[src/rtl/fetch_pkg.sv]
// fetch_pkg: shared types and defaults for the instruction-fetch queue.
//   fetch_state_e : request FSM states (IDLE, WAIT, DISCARD)
//   ADDR_W_DEF    : default PC / address width
//   INSTR_W_DEF   : default instruction width
//   fetch_entry_t : layout of one buffered entry at the default widths;
//                   the FIFO stores the same {pc, instr} packing as a flat vector
package fetch_pkg;

  localparam int ADDR_W_DEF  = 64;
  localparam int INSTR_W_DEF = 32;

  typedef enum logic [1:0] {
    IDLE    = 2'd0,
    WAIT    = 2'd1,
    DISCARD = 2'd2
  } fetch_state_e;

  typedef struct packed {
    logic [ADDR_W_DEF-1:0]  pc;
    logic [INSTR_W_DEF-1:0] instr;
  } fetch_entry_t;

endpackage

[src/rtl/fifo_sync.sv]
// fifo_sync: synchronous FIFO with registered storage.
//   clk, rst   : clock, synchronous active-high reset (pointers/count only)
//   clear_i    : empties the FIFO at the next edge, overriding push/pop
//   push_i     : write wdata_i (ignored when full and not popping)
//   wdata_i    : entry to write
//   pop_i      : drop head entry (ignored when empty)
//   rdata_o    : head entry (contents undefined when empty)
//   count_o    : number of stored entries, 0..DEPTH
//   empty_o    : no entries stored
module fifo_sync #(
  parameter int DEPTH = 4,
  parameter int WIDTH = 8
) (
  input  logic                     clk,
  input  logic                     rst,
  input  logic                     clear_i,
  input  logic                     push_i,
  input  logic [WIDTH-1:0]         wdata_i,
  input  logic                     pop_i,
  output logic [WIDTH-1:0]         rdata_o,
  output logic [$clog2(DEPTH):0]   count_o,
  output logic                     empty_o
);

  localparam int PW = $clog2(DEPTH);
  localparam int CW = PW + 1;

  logic [WIDTH-1:0] mem_q [DEPTH];
  logic [PW-1:0]    wr_ptr_q, rd_ptr_q;
  logic [CW-1:0]    count_q;
  logic             full, do_push, do_pop;

  assign full    = (count_q == CW'(DEPTH));
  assign empty_o = (count_q == '0);
  assign do_pop  = pop_i & ~empty_o;
  // A push into a full FIFO is accepted only when the head leaves in the same cycle.
  assign do_push = push_i & (~full | do_pop);

  // Pointers are exactly log2(DEPTH) bits, so they wrap modulo DEPTH on their own.
  always_ff @(posedge clk) begin
    if (rst || clear_i) begin
      wr_ptr_q <= '0;
      rd_ptr_q <= '0;
      count_q  <= '0;
    end else begin
      if (do_push) wr_ptr_q <= wr_ptr_q + PW'(1);
      if (do_pop)  rd_ptr_q <= rd_ptr_q + PW'(1);
      case ({do_push, do_pop})
        2'b10:   count_q <= count_q + CW'(1);
        2'b01:   count_q <= count_q - CW'(1);
        default: count_q <= count_q;
      endcase
    end
  end

  always_ff @(posedge clk) begin
    if (do_push) mem_q[wr_ptr_q] <= wdata_i;
  end

  assign rdata_o = mem_q[rd_ptr_q];
  assign count_o = count_q;

endmodule

[src/rtl/fetch_queue.sv]
// fetch_queue: instruction-fetch stage between the PC stage and decode.
//   clk, rst    : clock, synchronous active-high reset
//   pc_in       : current PC from the PC stage
//   pc_advance  : one-cycle pulse when pc_in is taken for fetch
//   flush       : redirect; kills the pending request result and all buffered entries
//   imem_req    : read request level, held until imem_ack
//   imem_addr   : word-aligned request address, stable while imem_req
//   imem_ack    : one-cycle data-valid pulse from instruction memory
//   imem_rdata  : instruction word, valid with imem_ack
//   dec_valid   : FIFO head valid
//   dec_instr   : head instruction (0 when dec_valid = 0)
//   dec_pc      : PC of head instruction (0 when dec_valid = 0)
//   dec_ready   : decode consumes the head when dec_valid & dec_ready
module fetch_queue
  import fetch_pkg::*;
#(
  parameter int DEPTH   = 4,
  parameter int ADDR_W  = ADDR_W_DEF,
  parameter int INSTR_W = INSTR_W_DEF
) (
  input  logic               clk,
  input  logic               rst,
  input  logic [ADDR_W-1:0]  pc_in,
  output logic               pc_advance,
  input  logic               flush,
  output logic               imem_req,
  output logic [ADDR_W-1:0]  imem_addr,
  input  logic               imem_ack,
  input  logic [INSTR_W-1:0] imem_rdata,
  output logic               dec_valid,
  output logic [INSTR_W-1:0] dec_instr,
  output logic [ADDR_W-1:0]  dec_pc,
  input  logic               dec_ready
);

  localparam int CW      = $clog2(DEPTH) + 1;
  localparam int ENTRY_W = ADDR_W + INSTR_W;
  localparam logic [CW-1:0] DEPTH_C = CW'(DEPTH);

  fetch_state_e        state_q, state_d;
  logic [ADDR_W-1:0]   pc_q, pc_d;
  logic                issue;
  logic                fifo_push;
  logic                fifo_empty;
  logic [CW-1:0]       fifo_count;
  logic [ENTRY_W-1:0]  fifo_wdata, fifo_rdata;
  logic                slot_free;

  // The request about to be issued reserves a FIFO slot up front, so the
  // returning word can always be pushed without back-pressuring memory.
  assign slot_free = (fifo_count + CW'(1)) <= DEPTH_C;

  always_comb begin
    state_d   = state_q;
    pc_d      = pc_q;
    issue     = 1'b0;
    fifo_push = 1'b0;
    unique case (state_q)
      IDLE: begin
        if (!rst && !flush && slot_free) begin
          issue   = 1'b1;
          pc_d    = pc_in;
          state_d = WAIT;
        end
      end
      WAIT: begin
        if (imem_ack) begin
          fifo_push = ~flush;
          state_d   = IDLE;
        end else if (flush) begin
          state_d = DISCARD;
        end
      end
      DISCARD: begin
        // Memory still owes us a beat; keep requesting and throw it away.
        if (imem_ack) state_d = IDLE;
      end
      default: state_d = IDLE;
    endcase
  end

  always_ff @(posedge clk) begin
    if (rst) begin
      state_q <= IDLE;
      pc_q    <= '0;
    end else begin
      state_q <= state_d;
      pc_q    <= pc_d;
    end
  end

  assign pc_advance = issue;
  assign imem_req   = (state_q != IDLE);
  assign imem_addr  = {pc_q[ADDR_W-1:2], 2'b00};

  // Entries keep the original (possibly misaligned) PC alongside the word.
  assign fifo_wdata = {pc_q, imem_rdata};

  fifo_sync #(
    .DEPTH (DEPTH),
    .WIDTH (ENTRY_W)
  ) u_fifo (
    .clk     (clk),
    .rst     (rst),
    .clear_i (flush),
    .push_i  (fifo_push),
    .wdata_i (fifo_wdata),
    .pop_i   (dec_ready),
    .rdata_o (fifo_rdata),
    .count_o (fifo_count),
    .empty_o (fifo_empty)
  );

  assign dec_valid = ~fifo_empty;
  assign dec_pc    = fifo_empty ? '0 : fifo_rdata[ENTRY_W-1:INSTR_W];
  assign dec_instr = fifo_empty ? '0 : fifo_rdata[INSTR_W-1:0];

endmodule

[config.mk]
export PLATFORM = sky130hd
export DESIGN_NAME = fetch_queue
export DESIGN_NICKNAME = d
export VERILOG_FILES = /design/src/rtl/fetch_pkg.sv /design/src/rtl/fifo_sync.sv /design/src/rtl/fetch_queue.sv
export SDC_FILE = /design/constraint.sdc
export NUM_CORES = 1
export LEC_CHECK = 0
export ABC_CLOCK_PERIOD_IN_PS = 4560
export BUFFER_PORTS_ARGS = -buffer_cell sky130_fd_sc_hd__buf_2
export CORE_ASPECT_RATIO = 0.6
export CORE_UTILIZATION = 52
export DETAILED_ROUTE_END_ITERATION = 10
export MAX_ROUTING_LAYER = met4
export PLACE_DENSITY = 0.76
export SLEW_MARGIN = 20
export SYNTH_ARGS = -nofsm -noshare
export SYNTH_HDL_FRONTEND = slang
export SYNTH_HIERARCHICAL = 1
export SYNTH_SLANG_ARGS = --single-unit
[constraint.sdc]
create_clock -name clk -period 4.56 [get_ports clk]
set_clock_uncertainty 0.15 [all_clocks]
set_input_delay 0.912 -clock clk [delete_from_list [all_inputs] [get_ports clk]]
set_output_delay 0.912 -clock clk [all_outputs]
set_load 0.05 [all_outputs]
# Word-level counts from Yosys, hierarchy flattened
# Memories as Yosys holds them, arrays and structs flattened. A register that Yosys moved wholly into a read port is not among the register bits.
# Index checks and enable logic that the tools add are counted.
[totals]
ff_bits = 73
mem_bits_rw = 384
inputBits = 101
wordCells = 52
n_memories = 1
[op_classes]
addsub = 4
n_lt_le_gt_ge = 1
n_eq_ne = 8
mux = 16
bitwise = 6
reduce_logical = 11
[mem_list]
columns = ["name", "depth", "width", "read_ports", "rd_clocked_by_memory_dff", "wr", "line", "text"]
rows = [
  ["u_fifo.mem_q", 4, 96, 1, 1, 1, "fifo_sync.sv:28", "logic [WIDTH-1:0] mem_q [DEPTH];"],
]
[op_table]
columns = ["operator", "n"]
rows = [
  ["$mux 64", 1],
  ["$mux 32", 1],
  ["$mux 2", 6],
  ["$mux 1", 6],
  ["$pmux 2 s3", 1],
  ["$pmux 3 s2", 1],
  ["$add 2x1->2 const B", 2],
  ["$eq 2x1->1 const B", 2],
  ["$eq 2x2->1 const B", 2],
  ["$ne 2x2->1 const B", 2],
  ["$reduce_bool 2->1", 2],
  ["$add 3x1->3 const B", 1],
  ["$eq 3x3->1 const B", 1],
  ["$le 3x3->1 const B", 1],
  ["$logic_not 3->1", 1],
  ["$ne 3x3->1 const B", 1],
  ["$not 1->1", 3],
  ["$reduce_and 3->1", 1],
  ["$sub 3x1->3 const B", 1],
  ["$and 1x1->1", 2],
  ["$logic_and 1x1->1", 2],
  ["$logic_not 1->1", 2],
  ["$logic_not 2->1", 1],
  ["$reduce_and 2->1", 1],
  ["other kinds (2)", 2],
]

# Logic depth before layout (Yosys ltp)
[depth]
ltp_word = 7
depth_mapped = 8
mapped_depth_nobuf = 7

# Cells and area by module
# The synthesis kept the hierarchy.
[by_module_without_submodules]
columns = ["mod", "n_inst", "cells_each", "area_each_um2", "seq_area_each_um2"]
rows = [
  ["fifo_sync", 1, 559, 14378.8, 11711.2],
  ["fetch_queue", 1, 464, 4157.7, 1321.3],
]

# Worst setup path before layout
# No wires, ideal clock.
[synth_timing]
kind = "in2reg"
from = "in imem_ack"
to = "mem u_fifo/mem_q[1][0] (netlist name) (enable)"
setup_time_ns = 0.466
arrival_time_ns = 3.871
required_time_ns = 3.944
setup_slack_ns = 0.073
path_stages = 5
path_buffers = 1
cell_sequence = "nand2_1 nor3_1 buf_2 nor2b_1 and2_1"
[synth_between]
elab_chain_cells = 5
[synth_lines]
columns = ["element", "line", "text"]
rows = [
  ["start, declared", "fetch_queue.sv:28", "input logic imem_ack,"],
  ["$mux 1", "fetch_queue.sv:67", "if (imem_ack) begin"],
  ["$mux 1", "fetch_queue.sv:58", "unique case (state_q)"],
  ["named net fifo_push", "fetch_queue.sv:43", "logic fifo_push;"],
  ["$and 1x1->1", "fifo_sync.sv:37", "assign do_push = push_i & (~full | do_pop);"],
  ["$mux 1", "fifo_sync.sv:57", "if (do_push) mem_q[wr_ptr_q] <= wdata_i;"],
  ["$mux 1 (not written as such)", "fifo_sync.sv:57", ""],
  ["end, declared", "fifo_sync.sv:28", ""],
]
# The timed path passes the listed nets, and every way through them passes these cells.

==> out/metrics.yaml <==
vias_per_cell: 5.386
finalNonFillerCells: 1732
synth_edf_count: 384
cts-root-buf: "clkbuf_16"
hold_path_class: "reg -> reg"
initial_core_util_pct: 52.84
die_h_um: 148.2
tns_ps: 0
cp-start-kind: "flip-flop"
comb_power_share_pct: 5.0
synth_cells: 1023
setup_ws_ps: 978.8
setup_viol_count_final: 0
grt_max_degree: 132
r2r-start: "state_q[0]$_SDFFE_PP0P_"
io_buffers: 261
io_pins: 264
outcome: "finished, final reports clean"
max_freq_mhz: 279.2
end_kind: "primary output"
max-cap-violations: 0
drtPass1Iterations: 5
drtIter0Drc: 706
p_total_mw: 8.703
detailed_place_hpwl_um: 22400
synthFlopType: "edfxtp_1"
r2r_slack_ps: 1720
clkSinkCount: 459
worstSetupPathType: "reg -> out"
cts_max_path_buffers: 3
track_usage_pct: 20.35
core-area_um2: 35080
die_width_um: 245.7
synth.distinct_cells: 37
p_leak_nw: 7.581
ys_ff_latch: 459
min_from: "pc_q[0]$_SDFFE_PP0P_"
worstPathArrival_ps: 2520
final_nets: 1337
p_sw_share_pct: 21.41
cts_buffers: 42
grt_pass1_wl_um: 54730
slew_headroom_pct: 35.33
avgSynthCellArea_um2: 18.12
area_delta_synth_final_pct: 15.04
tritoncts: "yes"
period_share_pct: 78.53
h-tree-depth: 2
detail_route.wl_per_cell_um: 20.73
yosys_warnings: 6
rsz0062_at_grt: "no"
postCtsSetupRepairBufs: 0
period_needed_ps: 3581
ctsResizeCount: 0
netlist_area_um2: 18540
fill_cells: 2524
p_clk_share_pct: 41.3
antenna_found_initial: 1
cp_slowest_cell: "dfxtp_4"
p_sw_mw: 1.863
peakVddDrop_uv: 247.8
grt-ovfl-total: 0
worst_slew_pin_slew_ps: 970.1
synthArstFlopShare_pct: 0
gp_congestion: 0.7402
slowest_delay_ps: 870
intPower_mw: 6.840
grt_pass1_vias: 9461
route.detailed.drc: 0
crit_chain: "buf_4, mux4_2, nor2b_1, buf_2"
critical_path_required_ps: 3500
p_seq_share_pct: 53.7
postRouteAntennaNets: 0
finalWirelength_um: 35910
cts-hold-fix-buffers: 0
pre_cts_ws_ps: 1186
vias: 9328
die-area_um2: 36430
rows: 53
power_density_nw_per_um2: 408.1
insertion_delay_ps: 540
synth-seq-area-share_pct: 70.31
placedCellCount: 1653
clkTransAtPathRegs_ps: 60
hold_viol: 0
crit_path_max_fanout: 50
drive_gt1_share_pct: 36.58
final_max_slew_viol_count: 0
-- layout by cell type (no fill, tap or decap), types with 2 or more instances in the layout --
| cell type | count |
|---|---|
| a211oi_1 | 2 |
| and2_4 | 4 |
| buf_12 | 8 |
| buf_2 | 261 |
| buf_4 | 13 |
| bufinv_16 | 3 |
| clkbuf_1 | 3 |
| clkbuf_16 | 47 |
| clkbuf_8 | 3 |
| clkinv_1 | 6 |
| clkinv_2 | 9 |
| clkinvlp_4 | 4 |
| conb_1 | 2 |
| dfxtp_1 | 73 |
| dfxtp_4 | 2 |
| diode_2 | 2 |
| edfxtp_1 | 384 |
| ha_1 | 5 |
| inv_1 | 6 |
| mux2i_1 | 65 |
| mux4_2 | 96 |
| nand2_1 | 3 |
| nand2b_1 | 131 |
| nand3_1 | 2 |
| nor2_1 | 5 |
| nor2b_1 | 98 |
| nor3_1 | 3 |
| nor3_2 | 2 |
| nor4b_4 | 2 |
| or2_2 | 3 |
| xnor2_1 | 2 |
| xor2_1 | 3 |
-- final timing paths --
path / end / depth (start not counted)
worst max-delay path: dec_instr[17] / 4
worst min-delay path: u_fifo/mem_q[2][32]$_DFFE_PP_ / 0
worst max register to register: u_fifo/mem_q[3][28]$_DFFE_PP_ / 6
worst min register to register: u_fifo/mem_q[2][32]$_DFFE_PP_ / 0
-- synth_stat cells (all sizes together), types with 2 or more instances --
| master | number | area share [%] |
|---|---|---|
| xor2 | 3 | 0.14 |
| nand2b | 131 | 4.4 |
| nand2 | 3 | 0.061 |
| a211oi | 2 | 0.081 |
| xnor2 | 2 | 0.095 |
| nor2 | 5 | 0.10 |
| ha | 5 | 0.34 |
| nor3 | 5 | 0.16 |
| nor2b | 98 | 3.3 |
| mux4 | 96 | 12 |
| nand3 | 2 | 0.054 |
| dfxtp | 75 | 8.1 |
| buf | 90 | 3.9 |
| clkbuf | 30 | 0.61 |
| edfxtp | 384 | 62 |
| nor4b | 2 | 0.26 |
| mux2i | 65 | 3.5 |
| or2 | 3 | 0.10 |
| and2 | 4 | 0.13 |
| inv | 6 | 0.12 |
-- final cells by class --
cell class | instances | area [µm²] | area share, %
antenna | 2 | 5.005 | 0.02347
inverter | 6 | 22.52 | 0.1056
multi-input combinational | 439 | 4672 | 21.91
clock inverter | 24 | 207.7 | 0.9740
tap | 467 | 584.3 | 2.740
clock buffer | 53 | 1229 | 5.762
sequential | 459 | 13040 | 61.15
timing repair buffer | 282 | 1564 | 7.334
-- through the flow --
step	cell area [µm²]	hold WS, ps	utilization [%]
floorplan	18540	311.2	-
global placement	19880	342.7	56.68
detailed placement	19880	357.2	56.68
CTS	21320	372.7	60.77
global route	21320	380.4	60.78
finish	21320	368.5	60.79
-- critical path: cells and delay by family (launching register included) --
kind                   cells  cell delay (ps)
and+or+nand+nor            1              210
muxes                      1              210
buffers and inverters      2              670
DFF                        1              870
-- power groups by stage --
stage	clock, mW	sequential [mW]	combinational [mW]
final	3.59	4.68	0.433
after CTS	3.67	4.68	0.437
after detailed placement	0	4.77	0.435
after global placement	0	4.76	0.426
after global routing	3.82	4.68	0.457
after floorplan	0	4.74	0.373
-- flip-flops by register name, indices dropped and copies added, names as in the netlist, named ones only --
signal,count
pc_q,64
u_fifo/wr_ptr_q,2
state_q,2
u_fifo/mem_q,384
u_fifo/rd_ptr_q,2
u_fifo/count_o,3
-- layer usage --
| layer | wire length, µm | share of wire (%) | track usage, % | vias up |
|---|---|---|---|---|
| li1 | - | - | - | 4186 |
| met1 | 16490 | 46 | 29.83 | 4815 |
| met2 | 16840 | 47 | 30.15 | 285 |
| met5 | 0 | 0 | - | - |
| met4 | 426 | 1.2 | 4.224 | 0 |
| met3 | 2146 | 6.0 | 3.555 | 42 |
-- cells by family after synthesis --
logic type / synth area share [%]
other: 0.02023
XOR/XNOR: 0.2363
buffers and inverters: 4.590
AO/OA/AOI/OAI: 0.3510
multiplexers: 15.17
adder cells (fa/ha/maj): 0.4455
AND/OR/NAND/NOR: 8.876
flip-flops: 70.31
(Power assumes the default switching activity.)
